## config.mk

```make
export PLATFORM = sky130hd
export DESIGN_NAME = rom_dl_sequencer
export DESIGN_NICKNAME = d
export VERILOG_FILES = /design/src/rtl/rom_dl_sequencer.sv
export SDC_FILE = /design/constraint.sdc
export NUM_CORES = 1
export LEC_CHECK = 0
export ABC_CLOCK_PERIOD_IN_PS = 2580
export BUFFER_PORTS_ARGS = -buffer_cell sky130_fd_sc_hd__buf_2
export CAP_MARGIN = 20
export CORE_ASPECT_RATIO = 0.9
export CORE_MARGIN = 2
export CORE_UTILIZATION = 40
export CTS_CLUSTER_DIAMETER = 150
export DETAILED_ROUTE_END_ITERATION = 16
export PLACE_DENSITY = 0.72
export SETUP_SLACK_MARGIN = 0.4
export SLEW_MARGIN = 10
export SYNTH_ARGS = -nofsm -noshare
export SYNTH_HDL_FRONTEND = slang
export SYNTH_SLANG_ARGS = --single-unit
```

## constraint.sdc

```tcl
create_clock -name clk_sys -period 2.58 [get_ports clk_sys]
set_input_delay 0.516 -clock clk_sys [delete_from_list [all_inputs] [get_ports clk_sys]]
set_output_delay 0.516 -clock clk_sys [all_outputs]
set_load 0.02 [all_outputs]
```

## src/rtl/rom_dl_sequencer.sv

```systemverilog
// ROM download sequencer: region decode, write strobes, CPU reset hold-off.
// Optional per-region byte checksums when CHECKSUM_EN is defined.
module rom_dl_sequencer #(
  parameter logic [26:0] BASE0  = 27'h00000,
  parameter logic [26:0] BASE1  = 27'h18000,
  parameter logic [26:0] BASE2  = 27'h21000,
  parameter logic [26:0] BASE3  = 27'h29000,
  parameter logic [26:0] BASE4  = 27'h31000,
  parameter int          SETTLE = 16
) (
  input  logic        clk_sys,
  input  logic        reset,
  input  logic        ioctl_download,
  input  logic [26:0] ioctl_addr,
  input  logic [15:0] ioctl_dout,
  input  logic        ioctl_wr,
  output logic [3:0]  rom_we,
  output logic [16:0] rom_addr,
  output logic [7:0]  rom_data,
  output logic        cpu_rst,
  output logic        dl_done,
  output logic [31:0] chk_sum
);

  typedef enum logic [2:0] {
    IDLE, LOAD, FLUSH, HOLD, RUN
  } state_t;

  localparam logic [7:0] LAST =
    (SETTLE == 0) ? 8'd0 : 8'(SETTLE - 1);

  state_t      r_state, w_next;
  logic [7:0]  r_cnt;
  logic        r_cpu_rst, r_dl_done;
  logic [3:0]  r_we;
  logic [16:0] r_addr;
  logic [7:0]  r_data;

  logic [26:0] w_off0, w_off1, w_off2, w_off3;
  logic [3:0]  w_hit;
  logic [16:0] w_sel;
  logic        w_accept, w_enter_load, w_stay_run;
  logic        w_unused;

  assign w_unused = ^ioctl_dout[15:8];

  // Wrapping subtract makes each range test a single unsigned compare.
  assign w_off0 = ioctl_addr - BASE0;
  assign w_off1 = ioctl_addr - BASE1;
  assign w_off2 = ioctl_addr - BASE2;
  assign w_off3 = ioctl_addr - BASE3;

  assign w_hit[0] = w_off0 < (BASE1 - BASE0);
  assign w_hit[1] = w_off1 < (BASE2 - BASE1);
  assign w_hit[2] = w_off2 < (BASE3 - BASE2);
  assign w_hit[3] = w_off3 < (BASE4 - BASE3);

  always_comb begin
    w_sel = '0;
    unique case (1'b1)
      w_hit[0]: w_sel = w_off0[16:0];
      w_hit[1]: w_sel = w_off1[16:0];
      w_hit[2]: w_sel = w_off2[16:0];
      w_hit[3]: w_sel = w_off3[16:0];
      default:  w_sel = '0;
    endcase
  end

  assign w_accept = ioctl_wr &&
    ((r_state == IDLE && ioctl_download) ||
     r_state == LOAD);

  always_comb begin
    w_next = r_state;
    unique case (r_state)
      IDLE:  if (ioctl_download) w_next = LOAD;
      LOAD:  if (!ioctl_download) w_next = FLUSH;
      FLUSH: begin
        if (ioctl_download)   w_next = LOAD;
        else if (SETTLE == 0) w_next = RUN;
        else                  w_next = HOLD;
      end
      HOLD: begin
        if (ioctl_download)     w_next = LOAD;
        else if (r_cnt == LAST) w_next = RUN;
      end
      RUN:   if (ioctl_download) w_next = LOAD;
      default: w_next = IDLE;
    endcase
  end

  assign w_enter_load = (w_next == LOAD) && (r_state != LOAD);
  assign w_stay_run   = (r_state == RUN) && (w_next == RUN);

  always_ff @(posedge clk_sys) begin
    if (reset) begin
      r_state   <= IDLE;
      r_cnt     <= '0;
      r_cpu_rst <= 1'b1;
      r_dl_done <= 1'b0;
      r_we      <= '0;
      r_addr    <= '0;
      r_data    <= '0;
    end else begin
      r_state   <= w_next;
      r_cnt     <= (r_state == HOLD && w_next == HOLD)
                   ? r_cnt + 8'd1 : 8'd0;
      r_cpu_rst <= !w_stay_run;
      r_dl_done <= w_stay_run;
      r_we      <= w_accept ? w_hit : 4'b0000;
      if (w_accept && |w_hit) begin
        r_addr <= w_sel;
        r_data <= ioctl_dout[7:0];
      end
    end
  end

  assign rom_we   = r_we;
  assign rom_addr = r_addr;
  assign rom_data = r_data;
  assign cpu_rst  = r_cpu_rst;
  assign dl_done  = r_dl_done;

`ifdef CHECKSUM_EN
  logic [7:0] r_sum [4];

  always_ff @(posedge clk_sys) begin
    if (reset || w_enter_load) begin
      for (int i = 0; i < 4; i++) r_sum[i] <= '0;
    end else begin
      for (int i = 0; i < 4; i++)
        if (r_we[i]) r_sum[i] <= r_sum[i] + r_data;
    end
  end

  assign chk_sum = {r_sum[3], r_sum[2], r_sum[1], r_sum[0]};
`else
  assign chk_sum = 32'h0;
`endif

endmodule

```

==> metrics.md <==
| Metric | Value |
|---|---|
| Die width | 86.8 µm |
| Remaining Overflow, GRT | 0 |
| Yosys Warn Count | 0 |
| Run status | complete, but fails checks |
| Crit-path cells | buf_6 > or4_4 > or3_4 > a211o_1 > nor4_4 > a221o_2 > buf_6 > clkbuf_16 > mux2i_1 > nor2_1 |
| Clock insertion delay at the later pin of the skew report | about 290 ps |
| Number of max-cap violations | 0 |
| Buffer levels on the longest clock path | 2 |
| Ratio of total power to cell area | 415 nW/µm² |
| Post-route worst hold slack | 441 ps |
| Clock transition time at the flip-flop clock pins of the worst setup and hold paths | 70 ps |
| Cell Rows | 27 |
| Violations in the final reports | negative setup slack |
| Cell repeated most along the worst path | buf_6 |
| Share of flip-flops with an asynchronous set or reset | 0% |
| Register area share after synthesis | approximately a third |
| Largest fanout of any net on the critical path | 6 |
| Detailed router's first-iteration violation count | 126 |
| Startpoint of the most critical register-to-register path | r_state[2]$_SDFF_PP0_ |
| Max Clk Rate | between 0.3 and 0.4 GHz |
| Clock Sink Count | 42 |
| Non-Filler Instances | 458 |
| CP Launch Type | input pin |
| Buf+Inv Stages, Crit Path | 3 |
| Count of nets left with antenna violations after detail routing | 0 |
| Number of detailed-routing iterations run before antenna repair | 4 |
| Layout area overhead | 35.8% |
| Combined global-route utilization of all metal layers | 16.3% |
| Detailed Place HPWL | 4.11 mm |
| CTS Root Cell | clkbuf_8 |
| Number of buffers added on ports | between 60 and 70 |
| Type of the worst setup path | input pin to flop |
| Area of the mapped netlist | around 2500 µm² |
| Boundary Pins | 110 |
| Number of distinct library cells after synthesis | 60 |
| Global-route wire length before repair | 9.01 mm |
| H-tree depth | 2 |
| Count of flip-flops with a built-in enable after synthesis | 0 |
| Post-Place Cell Area | 2980 µm² |
| Number of global-route vias before repair | 2,051 |
| Area of the die | just under 7000 µm² |
| Portion of synthesized cell area occupied by the leading cell type | between 30% and 40% |
| Average via count per standard cell | 4.93 |
| Last weighted congestion value of the routability-driven placer | 0.917 |
| Number of diodes added for antenna fixing | 0 |
| Total number of vias | 2,260 |
| Gate count of the mapped netlist | approximately 280 |
| Fraction of layout cells with a size suffix above 1 | 39.9% |
| Type of the worst min-delay path | flop to flop |
| Die extent in y | about 78 µm |
| Setup-violating endpoint count in the final report | 6 |
| CP Capture Type | flop |
| Worst Path Required | 2740 ps |
| Instance count after placement with tap cells included | 444 |
| TritonCTS clock tree | done |
| Fin area | 3350 µm² |
| Post-detailed-routing wire length | 5.70 mm |
| Static leakage | 1.49 nW |
| Place WS | -402 ps |
| Placeable core region | slightly above 6000 µm² |
| Initial antenna violation count | 0 |
| Worst setup path start | ioctl_addr[21] |
| Largest net degree at the start of global routing | 30 |
| Setup total negative slack | -36.5 ps |
| Maximum vdd ir drop | approximately 0.00022 V |
| Post-DR wirelength/cell | 12.4 µm |
| Top area cells in the synthesized netlist | dfxtp_1, buf_4, mux2i_1 |
| Worst Max-Slew Pin Slew | 554 ps |
| Max-slew violation count | 0 |
| Ys flop type | dfxtp_1 |
| Period utilization | 100% |
| Sum of internal, switching and leakage power | roughly 1.4 mW |
| Final core occ | 55.4% |
| Data arrival time of the critical path | 2750 ps |
| Mean instance size in the synthesized netlist | 8.78 µm² |
| Setup repair after global routing missed its margin | true |
| Start point of the worst hold path | r_cnt[0]$_SDFF_PP0_ |
| Total clock buffers created by CTS | 5 |
| Library cell with the largest summed area after synthesis | dfxtp_1 |
| Shortest period the worst path allows | 2590 ps |
| Initial cell density of the core | between 40% and 50% |
| Final #Nets | 439 |
| Final hold violation count | 0 |
| Relative slew slack | 63.1% |
| Worst path slowest cell | or4_4 |
| Largest delay share family, worst path | simple AND/OR/NAND/NOR gates |
| Count of state elements after synthesis | 42 |
| Remaining DRCs | 0 |
| Final setup slack of the worst path | -9.23 ps |
| Setup skew after layout | slightly below 5 ps |
| Worst path max stage delay | 540 ps |
[final cells by class]
type,instances,area (µm²)
Clock buffer,6,82.6
Multi-Input combinational cell,214,1500
Clock inverter,1,30.0
Timing Repair Buffer,112,763
Tap cell,72,90.1
Sequential cell,42,841
Fill cell,527,2700
Inverter,11,41.3
[Yosys cell counts, drive strengths merged (3+ instances only)]
| library cell | instances |
|---|---|
| nor4 | 6 |
| a21oi | 6 |
| mux2i | 24 |
| clkbuf | 5 |
| nand2b | 4 |
| dfxtp | 42 |
| o211ai | 3 |
| nand3 | 7 |
| or4 | 3 |
| xnor2 | 4 |
| or3 | 5 |
| ha | 6 |
| nor3 | 7 |
| buf | 39 |
| and3 | 3 |
| nor2 | 43 |
| nand2 | 11 |
| inv | 11 |
| xor2 | 3 |
| o21ai | 3 |
| nor2b | 5 |
[placed cells by master, fill, tap and decap left out, types with 3 or more instances in the layout]
cell / Yosys / layout
a21oi_1: 6 / 4
and3_1: 3 / 3
buf_2: 3 / 68
buf_4: 33 / 34
buf_6: 1 / 6
clkbuf_8: 0 / 6
conb_1: 1 / 32
dfxtp_1: 42 / 42
ha_1: 6 / 5
inv_1: 11 / 9
mux2i_1: 24 / 23
nand2_1: 11 / 11
nand2b_1: 4 / 3
nand3_1: 7 / 7
nor2_1: 43 / 42
nor2b_1: 5 / 4
nor3_1: 7 / 7
nor4_1: 4 / 3
o211ai_1: 3 / 3
or3_4: 1 / 3
xnor2_1: 4 / 4
xor2_1: 3 / 3
[metal layers]
| metal | vias up | global-route usage [%] | part of all wire [%] |
|---|---|---|---|
| met5 | - | 0 | 0 |
| met4 | 0 | 3.13 | 0.47 |
| met3 | 6 | 3.68 | 5.9 |
| met2 | 78 | 28.5 | 48 |
| met1 | 1047 | 20.4 | 45 |
| li1 | 1129 | - | - |
[where the power goes]
group	leakage [nW]	internal (mW)	total (mW)	switching, mW
clock	0.0573	0.309	0.511	0.202
sequential	0.339	0.650	0.652	0.00223
combinational	1.09	0.0901	0.227	0.137
[flip-flops by register name, summed over array words and instances (netlist names)]
signal,count
dl_done,1
rom_data,8
r_cnt,8
rom_we,4
cpu_rst,1
r_state,3
rom_addr,17
[what timing repair did]
item,CTS,global route
endpoints found under the setup margin,25,26
pin swaps,5,4
resized for setup,19,13
setup buffers,4,0
gates cloned,2,1
hold buffers,0,0
[cell families after synthesis]
logic type	Yosys count	synth area share (%)
AOI/OAI and AO/OA	37	11.7
xor gates and xnor gates	7	2.49
adders and majority gates	6	3.04
buffers and inverters	56	15.5
DFF	42	34.1
muxes	25	10.2
other	1	0.152
and+or+nand+nor	107	22.8
[worst paths after layout]
kind	slack [ps]	cells after the start	end
setup / recovery	-9	10	rom_addr[16]$_SDFFE_PP0P_
hold / removal	440	1	r_cnt[0]$_SDFF_PP0_
setup reg to reg	780	8	rom_addr[5]$_SDFFE_PP0P_
hold reg to reg	440	1	r_cnt[0]$_SDFF_PP0_
Note: power is estimated with default switching activity, not from simulation.
